--- config.mk ---
export PLATFORM = sky130hd
export DESIGN_NAME = u_code_sequencer
export DESIGN_NICKNAME = d
export VERILOG_FILES = /design/src/rtl/u_code_sequencer.sv
export SDC_FILE = /design/constraint.sdc
export NUM_CORES = 1
export LEC_CHECK = 0
export CORE_ASPECT_RATIO = 1.1
export CORE_MARGIN = 2
export CORE_UTILIZATION = 40
export CTS_BUF_LIST = sky130_fd_sc_hd__clkbuf_4 sky130_fd_sc_hd__clkbuf_8
export CTS_CLUSTER_DIAMETER = 120
export DETAILED_ROUTE_END_ITERATION = 8
export PLACE_DENSITY_LB_ADDON = 0.08
export SYNTH_ARGS = -nofsm -noshare
export SYNTH_HDL_FRONTEND = slang
export SYNTH_SLANG_ARGS = --single-unit
export TNS_END_PERCENT = 1
--- constraint.sdc ---
create_clock -name clk -period 2 [get_ports clk]
set_clock_uncertainty 0.2 [all_clocks]
set_input_delay 0.4 -clock clk [delete_from_list [all_inputs] [get_ports clk]]
set_output_delay 0.4 -clock clk [all_outputs]
set_load 0.01 [all_outputs]
--- src/rtl/u_code_sequencer.sv ---
// Micro-code sequencer sitting between the IF/ID register and the micro-code
// ROM. Matching opcodes dispatch into a ROM routine; while it runs, fetch is
// frozen and the ROM address is walked with sequential, jump and counted-loop
// branches. A step watchdog and an address-overflow check raise a sticky error.
module u_code_sequencer #(
    parameter int INSTR_W     = 32,
    parameter int OPC_MSB     = 31,
    parameter int OPC_LSB     = 25,
    parameter int UADDR_W     = 8,
    parameter int CNT_W       = 6,
    parameter int NUM_ENTRIES = 2,
    parameter logic [NUM_ENTRIES*(OPC_MSB-OPC_LSB+1)-1:0] DISP_OPC  = {7'b0011000, 7'b0010000},
    parameter logic [NUM_ENTRIES*UADDR_W-1:0]             DISP_ADDR = {8'h10, 8'h00},
    parameter int MAX_STEPS   = 255,
    localparam int ENTRY_W    = (NUM_ENTRIES > 1) ? $clog2(NUM_ENTRIES) : 1
) (
    input  logic               clk,
    input  logic               rst,
    input  logic [INSTR_W-1:0] ifid_instr,
    input  logic               ifid_valid,
    input  logic               stall,
    input  logic               flush,
    input  logic               uw_end,
    input  logic               uw_jmp,
    input  logic               uw_loop,
    input  logic               uw_ld_cnt,
    input  logic [UADDR_W-1:0] uw_tgt,
    input  logic [CNT_W-1:0]   uw_cnt_val,
    output logic               hold_if,
    output logic               uc_active,
    output logic [UADDR_W-1:0] uc_addr,
    output logic [ENTRY_W-1:0] uc_entry,
    output logic               uc_done,
    output logic               uc_err
);

    localparam int OPC_W  = OPC_MSB - OPC_LSB + 1;
    localparam int STEP_W = (MAX_STEPS > 1) ? $clog2(MAX_STEPS + 1) : 1;

    typedef enum logic {
        IDLE,
        RUN
    } state_t;

    state_t             state;
    logic [CNT_W-1:0]   loop_cnt;
    logic [STEP_W-1:0]  step_cnt;

    logic [OPC_W-1:0]   opcode;
    logic               disp_hit;
    logic [ENTRY_W-1:0] disp_idx;
    logic [UADDR_W-1:0] disp_addr;

    logic [UADDR_W-1:0] run_addr;
    logic [CNT_W-1:0]   run_cnt;
    logic               run_seq;
    logic               addr_ovf;
    logic               wdog_hit;

    // Only the opcode field is decoded; the rest of the instruction is ignored.
    logic unused_instr_bits;
    assign unused_instr_bits = ^ifid_instr;

    // Dispatch table lookup; the lowest matching entry wins.
    always_comb begin
        opcode    = ifid_instr[OPC_MSB:OPC_LSB];
        disp_hit  = 1'b0;
        disp_idx  = '0;
        disp_addr = '0;
        for (int unsigned i = 0; i < NUM_ENTRIES; i++) begin
            if (!disp_hit && opcode == DISP_OPC[i*OPC_W +: OPC_W]) begin
                disp_hit  = 1'b1;
                disp_idx  = ENTRY_W'(i);
                disp_addr = DISP_ADDR[i*UADDR_W +: UADDR_W];
            end
        end
    end

    // Next address / loop counter for a running sequence (uw_end and errors handled in the register block).
    always_comb begin
        run_addr = uc_addr + UADDR_W'(1);
        run_cnt  = loop_cnt;
        run_seq  = 1'b1;
        if (uw_ld_cnt) begin
            run_cnt = uw_cnt_val;
        end else if (uw_loop) begin
            if (loop_cnt != '0) begin
                run_cnt  = loop_cnt - CNT_W'(1);
                run_addr = uw_tgt;
                run_seq  = 1'b0;
            end
        end else if (uw_jmp) begin
            run_addr = uw_tgt;
            run_seq  = 1'b0;
        end
        addr_ovf = run_seq && (uc_addr == '1);
        wdog_hit = (step_cnt == STEP_W'(MAX_STEPS));
    end

    // Sequencer state and all registered outputs.
    always_ff @(posedge clk or negedge rst) begin
        if (!rst) begin
            state     <= IDLE;
            hold_if   <= 1'b0;
            uc_active <= 1'b0;
            uc_addr   <= '0;
            uc_entry  <= '0;
            uc_done   <= 1'b0;
            uc_err    <= 1'b0;
            loop_cnt  <= '0;
            step_cnt  <= '0;
        end else begin
            // uc_done is a single-cycle pulse even if a stall follows the end.
            uc_done <= 1'b0;
            if (flush) begin
                state     <= IDLE;
                hold_if   <= 1'b0;
                uc_active <= 1'b0;
                uc_addr   <= '0;
                uc_entry  <= '0;
                loop_cnt  <= '0;
                step_cnt  <= '0;
            end else if (!stall) begin
                case (state)
                    IDLE: begin
                        if (ifid_valid && disp_hit) begin
                            state     <= RUN;
                            hold_if   <= 1'b1;
                            uc_active <= 1'b1;
                            uc_addr   <= disp_addr;
                            uc_entry  <= disp_idx;
                            loop_cnt  <= '0;
                            step_cnt  <= '0;
                        end
                    end
                    RUN: begin
                        step_cnt <= step_cnt + STEP_W'(1);
                        if (uw_end) begin
                            state     <= IDLE;
                            hold_if   <= 1'b0;
                            uc_active <= 1'b0;
                            uc_addr   <= '0;
                            uc_done   <= 1'b1;
                        end else if (wdog_hit || addr_ovf) begin
                            state     <= IDLE;
                            hold_if   <= 1'b0;
                            uc_active <= 1'b0;
                            uc_addr   <= '0;
                            uc_err    <= 1'b1;
                            step_cnt  <= '0;
                        end else begin
                            uc_addr  <= run_addr;
                            loop_cnt <= run_cnt;
                        end
                    end
                    default: state <= IDLE;
                endcase
            end
        end
    end

endmodule

# --- After elaboration in Yosys (flattened, before gate mapping) ---
# Cells that the tools add are included.
op_classes:
  bitwise_logic: 4
  n_eq_ne: 12
  reduce_logical: 12
  n_addsub: 3
  muxes: 53
ops:
  columns: ["op", "count"]
  rows:
  - ["8-bit two-way mux", 14]
  - ["6-bit two-way mux", 8]
  - ["8-bit case mux with 2 select lines", 2]
  - ["1-bit two-way mux", 25]
  - ["8-bit by 1-bit adder with 8-bit output (second input constant)", 2]
  - ["8-bit == test (second input constant)", 2]
  - ["7-bit by 5-bit == test with 1-bit output (second input constant)", 2]
  - ["6-bit case mux with 2 select lines", 1]
  - ["3-bit != test (second input constant)", 3]
  - ["4-bit by 3-bit != test with 1-bit output (second input constant)", 2]
  - ["3-bit AND reduction", 2]
  - ["6-bit AND reduction", 1]
  - ["6-bit nonzero test", 1]
  - ["6-bit by 1-bit subtractor with 6-bit output (second input constant)", 1]
  - ["5-bit two-way mux", 1]
  - ["5-bit AND reduction", 1]
  - ["4-bit != test (second input constant)", 1]
  - ["1-bit inverter", 4]
  - ["1-bit case mux with 2 select lines", 2]
  - ["1-bit logical AND", 3]
  - ["2-bit by 1-bit != test with 1-bit output (second input constant)", 1]
  - ["2-bit != test (second input constant)", 1]
  - ["2-bit AND reduction", 1]
  - ["2-bit nonzero test", 1]
  - ["2 further kinds", 2]
word_totals:
  elab_cells: 92
  in_bits: 55
  reg_bits: 27
  output_inout_bits: 13

# --- Longest topological paths before layout ---
# Gate-level depths: netlist (run 1).
logic_depth:
  word_depth: 11
  depth_mapped: 8
  mapped_depth_nobuf: 7

# --- Worst setup path after synthesis (run 1) ---
# Ideal clock, no wire load.
synth_path:
  path_type: "register -> register"
  startpoint: "register loop_cnt[0]"
  endpoint: "register uc_addr[7]"
  setup_time_ps: 118
  required_time_ps: 1682
  arrival_ps: 1756
  path_buffers: 0
  setup_slack_ps: -74
  synth_period_minus_slack_ps: 2074
  path_stages_with_launch: 8
  path_cell_list: "dfrtp_1 > inv_1 > ha_1 > nor4b_4 > a311oi_4 > o21ai_0 > a21oi_1 > a21o_1"
synth_between:
  elab_chain_cells: 11
  elab_cells_between_ends: 14
  classes_between: "mux (11); reduce/logical (3)"
synth_lines:
  columns: ["element", "line_no", "source"]
  rows:
  - ["from (decl)", "46", "logic [CNT_W-1:0] loop_cnt;"]
  - ["from (signal assigned)", "153", "loop_cnt <= run_cnt;"]
  - ["6-bit nonzero test *", "87", "if (loop_cnt != '0) begin"]
  - ["1-bit two-way mux", "87", null]
  - ["1-bit two-way mux", "86", "end else if (uw_loop) begin"]
  - ["1-bit two-way mux", "84", "if (uw_ld_cnt) begin"]
  - ["1-bit logical AND", "96", "addr_ovf = run_seq && (uc_addr == '1);"]
  - ["1-bit logical OR", "144", "end else if (wdog_hit || addr_ovf) begin"]
  - ["8-bit two-way mux *", "144", null]
  - ["8-bit two-way mux *", "138", "if (uw_end) begin"]
  - ["8-bit case mux with 2 select lines *", "124", "case (state)"]
  - ["8-bit two-way mux *", "123", "end else if (!stall) begin"]
  - ["8-bit two-way mux *", "115", "if (flush) begin"]
  - ["to (signal assigned)", "130", "uc_addr <= disp_addr;"]
  - ["to (signal assigned)", "152", "uc_addr <= run_addr;"]
  - ["to (decl)", "31", "output logic [UADDR_W-1:0] uc_addr,"]
# Mark *: on every way between the ends. The rest lies on a longest branch, timed or not. The select of a mux whose other input is x is not followed.
# A chain may end at the register's enable or synchronous reset.

# --- Final worst setup path (run 1) ---
layout_path:
  startpoint: "register loop_cnt[1]"
  endpoint: "register loop_cnt[3]"
layout_between:
  elab_chain_cells: 9
  elab_cells_between_ends: 18
  classes_between: "add/sub (1); eq/ne (2); mux (11); reduce/logical (4)"
layout_lines:
  columns: ["element", "line_no", "source"]
  rows:
  - ["6-bit by 1-bit subtractor with 6-bit output", "88", "run_cnt = loop_cnt - CNT_W'(1);"]
  - ["6-bit two-way mux", "87", null]
  - ["6-bit two-way mux", "86", null]
  - ["6-bit two-way mux", "84", null]
  - ["6-bit two-way mux", "144", null]
  - ["6-bit two-way mux", "138", null]
  - ["6-bit case mux with 2 select lines", "124", null]
  - ["6-bit two-way mux", "123", null]
  - ["6-bit two-way mux", "115", null]
# Parallel ways exist; a longest one is shown, timed or not. The select of a mux whose other input is x is not followed.

==> summary.txt, run 1 <==
GRT
  • Initial antenna violation count: 0
  • Grt ovf: 0
  • Tot GR Track Use: 0.216
  • Largest net degree at the start of global routing: 28
  • Global-route wire length before repair: 8110 um
  • Vias in the first global route: 1828

Synthesis
  • Share of the synthesized area in the top cell type: 0.387
  • Post-synth ARST share: 1.00
  • Number of flops mapped to enable cells by yosys: 0
  • Syn Inst Count: roughly 200
  • Synth area leader: dfrtp_1
  • Sequential-to-total area share from yosys stat: 0.387
  • Syn_area_per_cell: 8.81 um^2
  • Synthesized net count: 256
  • Synth top area cells: dfrtp_1, nand2_1, nand3_1
  • Netlist cell types: 55
  • Synthesized area: 0.00174 mm^2
  • #FFs+latches synth: 27
  • Top_reg_cell synth: dfrtp_1
  • Yosys Warn Count: 0

Floorplanning
  • Die ar.: 0.00491 mm^2
  • Die width: 67.0 um
  • Core area: 0.00425 mm^2
  • Initial Utilization: 0.410
  • I/O pin count: between 60 and 70
  • Die Y: 73.3 um
  • Rows: 25

Clock network
  • H-Tree Depth: 1
  • Maximum root-to-sink buffer count: 2
  • Clock Tree Root: clkbuf_8
  • CTS sink count: 27
  • TritonCTS buffer count: 3
  • CTS tree: built
  • Worst-path clk slew: about 0.10 ns
  • Hold_buf cts: 0
  • Worst-skew pair later-pin latency: about 0.28 ns

Detailed routing
  • TritonRoute pass-1 iters: 4
  • Routed length per instance: 13.9 um
  • Via count: 1859
  • Final ANT Viol Nets: 0
  • Detailed-route wire length: 4810 um
  • Vias per cell: 5.37
  • Number of DRC markers in iteration 0: 73
  • DRC Markers: 0

STA
  • Fin crit share: 1.09
  • RSZ-0062 raised after global routing: true
  • Minimum clock period: 2.17 ns
  • Worst slew margin: 0.723
  • Fmax: 460 MHz
  • Worst Slack Setup Final: -0.172 ns
  • Setup TNS: -1.36 ns
  • Final hold vios: 0
  • Worst Max-Slew Pin Slew: 0.415 ns
  • Pins over their slew limit: 0
  • Final setup fails: 20

Worst setup path
  • Max stage delay on crit path: 0.40 ns
  • CP max-delay cell: dfrtp_1
  • Worst setup SP type: flip-flop
  • CP endpoint kind: flip-flop
  • Crit path kind: reg2reg
  • Data required time of the worst path: 1.97 ns
  • CP Cell Sequence: inv_2 > ha_4 > nor4b_4 > a311oi_4 > buf_4 > o21ai_4 > buf_6 > a2bb2oi_2 > nand3_1
  • Crit Path Max Fanout: 4
  • Arr. time, crit path: 2.14 ns

Placement
  • Placed instance count: 332
  • Dpl ws: -0.385 ns
  • Hpwl dp: 3470 um
  • Input/output buffers: 42
  • RD Place Congestion: 0.871

Status
  • Failing checks: setup timing
  • Status: finished, violations left

Pwr
  • Max VDD drop: 0.266 mV
  • Power Density: 378 mW/mm^2
  • LEAKAGE: 0.00123 uW
  • Final Power: 1070 uW

Layout
  • Final Non-Filler Cells: approximately 350
  • Ant diodes: 0
  • Nets@finish: roughly 350
  • Area growth, synth to finish: 62.0%
  • Layout cells sized above 1: 0.315
  • Filler Cell Count: 366

Job
  • Max-cap violations: 0

Min path
  • HP Class: reg2reg
==> synthesized netlist by cell type (3+ instances only) <==
library cell   n
ha_1           3
o21ai_0       10
dfrtp_1       27
nand3_1       14
xor2_1         4
nand2_1       25
a21o_1         5
o211ai_1       3
nor2_1        17
nor3_1         7
o221ai_1       3
xnor2_1        4
and3_1         3
clkbuf_1       5
inv_1          8
nand2b_1       3
a21oi_1        7
a31oi_1        3
nand4_1        4
==> final cells by class <==
type / count / area [um^2] / area share
Timing Repair Buffer: 99 / 871 / 0.308
Inverter: 8 / 30.0 / 0.0106
Clock inverter: 1 / 5.00 / 0.00177
Tap cell: 54 / 67.6 / 0.0239
Sequential cell: 27 / 676 / 0.239
Multi-Input combinational cell: 154 / 1130 / 0.402
Clock buffer: 3 / 41.3 / 0.0146
==> worst paths after layout <==
kind                               end  slack (ns)        start  cells after the start
min                             uc_err        0.27       uc_err                      1
min in group asynchronous  loop_cnt[4]        0.29          rst                      2
max reg2reg                loop_cnt[3]       -0.17  loop_cnt[1]                      9
min reg2reg                     uc_err        0.27       uc_err                      1
max in group asynchronous    uc_active        1.04          rst                      2
max                        loop_cnt[3]       -0.17  loop_cnt[1]                      9
==> what timing repair did <==
item / CTS / global route
gates resized for setup: 30 / 7
setup buffers: 8 / 3
gates cloned: 0 / 0
setup endpoints to repair: 24 / 25
pin swaps: 23 / 5
==> worst max-delay path, delay by kind of cell (launching register included) <==
family,cells,cell delay [ns]
DFF,1,0.40
adders and majority gates,1,0.14
AOI/OAI and AO/OA,3,0.53
buffers and inverters,3,0.41
and+or+nand+nor,2,0.37
==> registers in the layout, indices dropped and copies added (netlist names) <==
register,cells
loop_cnt,6
uc_addr,8
uc_done,1
uc_entry,1
step_cnt,8
uc_err,1
state,1
uc_active,1
==> per-stage QoR <==
step / instance area, um^2 / utilization / hold slack (ns)
2_1_floorplan: 1740 / - / -0.0956
3_3_place_gp: 2540 / 0.596 / 0.249
3_5_place_dp: 2540 / 0.596 / 0.252
4_1_cts: 2780 / 0.654 / 0.280
5_1_grt: 2830 / 0.664 / 0.305
6_report: 2830 / 0.664 / 0.271
==> power breakdown <==
part | internal, uW | total, uW | switching [uW]
logic | 113 | 201 | 88.3
registers | 546 | 547 | 0.636
clock network | 140 | 321 | 181
total | 799 | 1070 | 270
==> cell usage in the layout, fill, tap and decap left out, types with 6 or more instances in the layout <==
master           count
buf_4               51
clkdlybuf4s50_1     42
o21ai_0              7
inv_1                6
dfrtp_1             27
nor2_1              15
buf_6                6
nand2_1             25
nand3_1             14
==> layer usage <==
layer | wire (um) | vias to the layer above | track usage
met2 | 2320 | 37 | 0.362
met1 | 2250 | 893 | 0.284
met4 | 71 | 0 | 0.0794
met5 | 0 | - | 0
li1 | - | 924 | -
met3 | 174 | 5 | 0.0276
==> cells by family after synthesis <==
| group | Yosys count | share of synthesized area |
|---|---|---|
| simple gates | 85 | 0.246 |
| compound gates | 55 | 0.242 |
| flops | 27 | 0.387 |
| buf+inv | 17 | 0.0445 |
| xor+xnor | 8 | 0.0402 |
| mux | 3 | 0.0179 |
| fa+ha+maj | 3 | 0.0215 |
(Power assumes the default switching activity.)
==> inputs of run 2 (changes only) <==
--- a/config.mk
+++ b/config.mk
@@ -9,7 +9,6 @@
 export CORE_MARGIN = 2
 export CORE_UTILIZATION = 40
 export CTS_BUF_LIST = sky130_fd_sc_hd__clkbuf_4 sky130_fd_sc_hd__clkbuf_8
-export CTS_CLUSTER_DIAMETER = 120
 export DETAILED_ROUTE_END_ITERATION = 8
 export PLACE_DENSITY_LB_ADDON = 0.08
 export SYNTH_ARGS = -nofsm -noshare
==> results of run 2 <==
The final DEF is identical to that of run 1; final timing and power are the same.
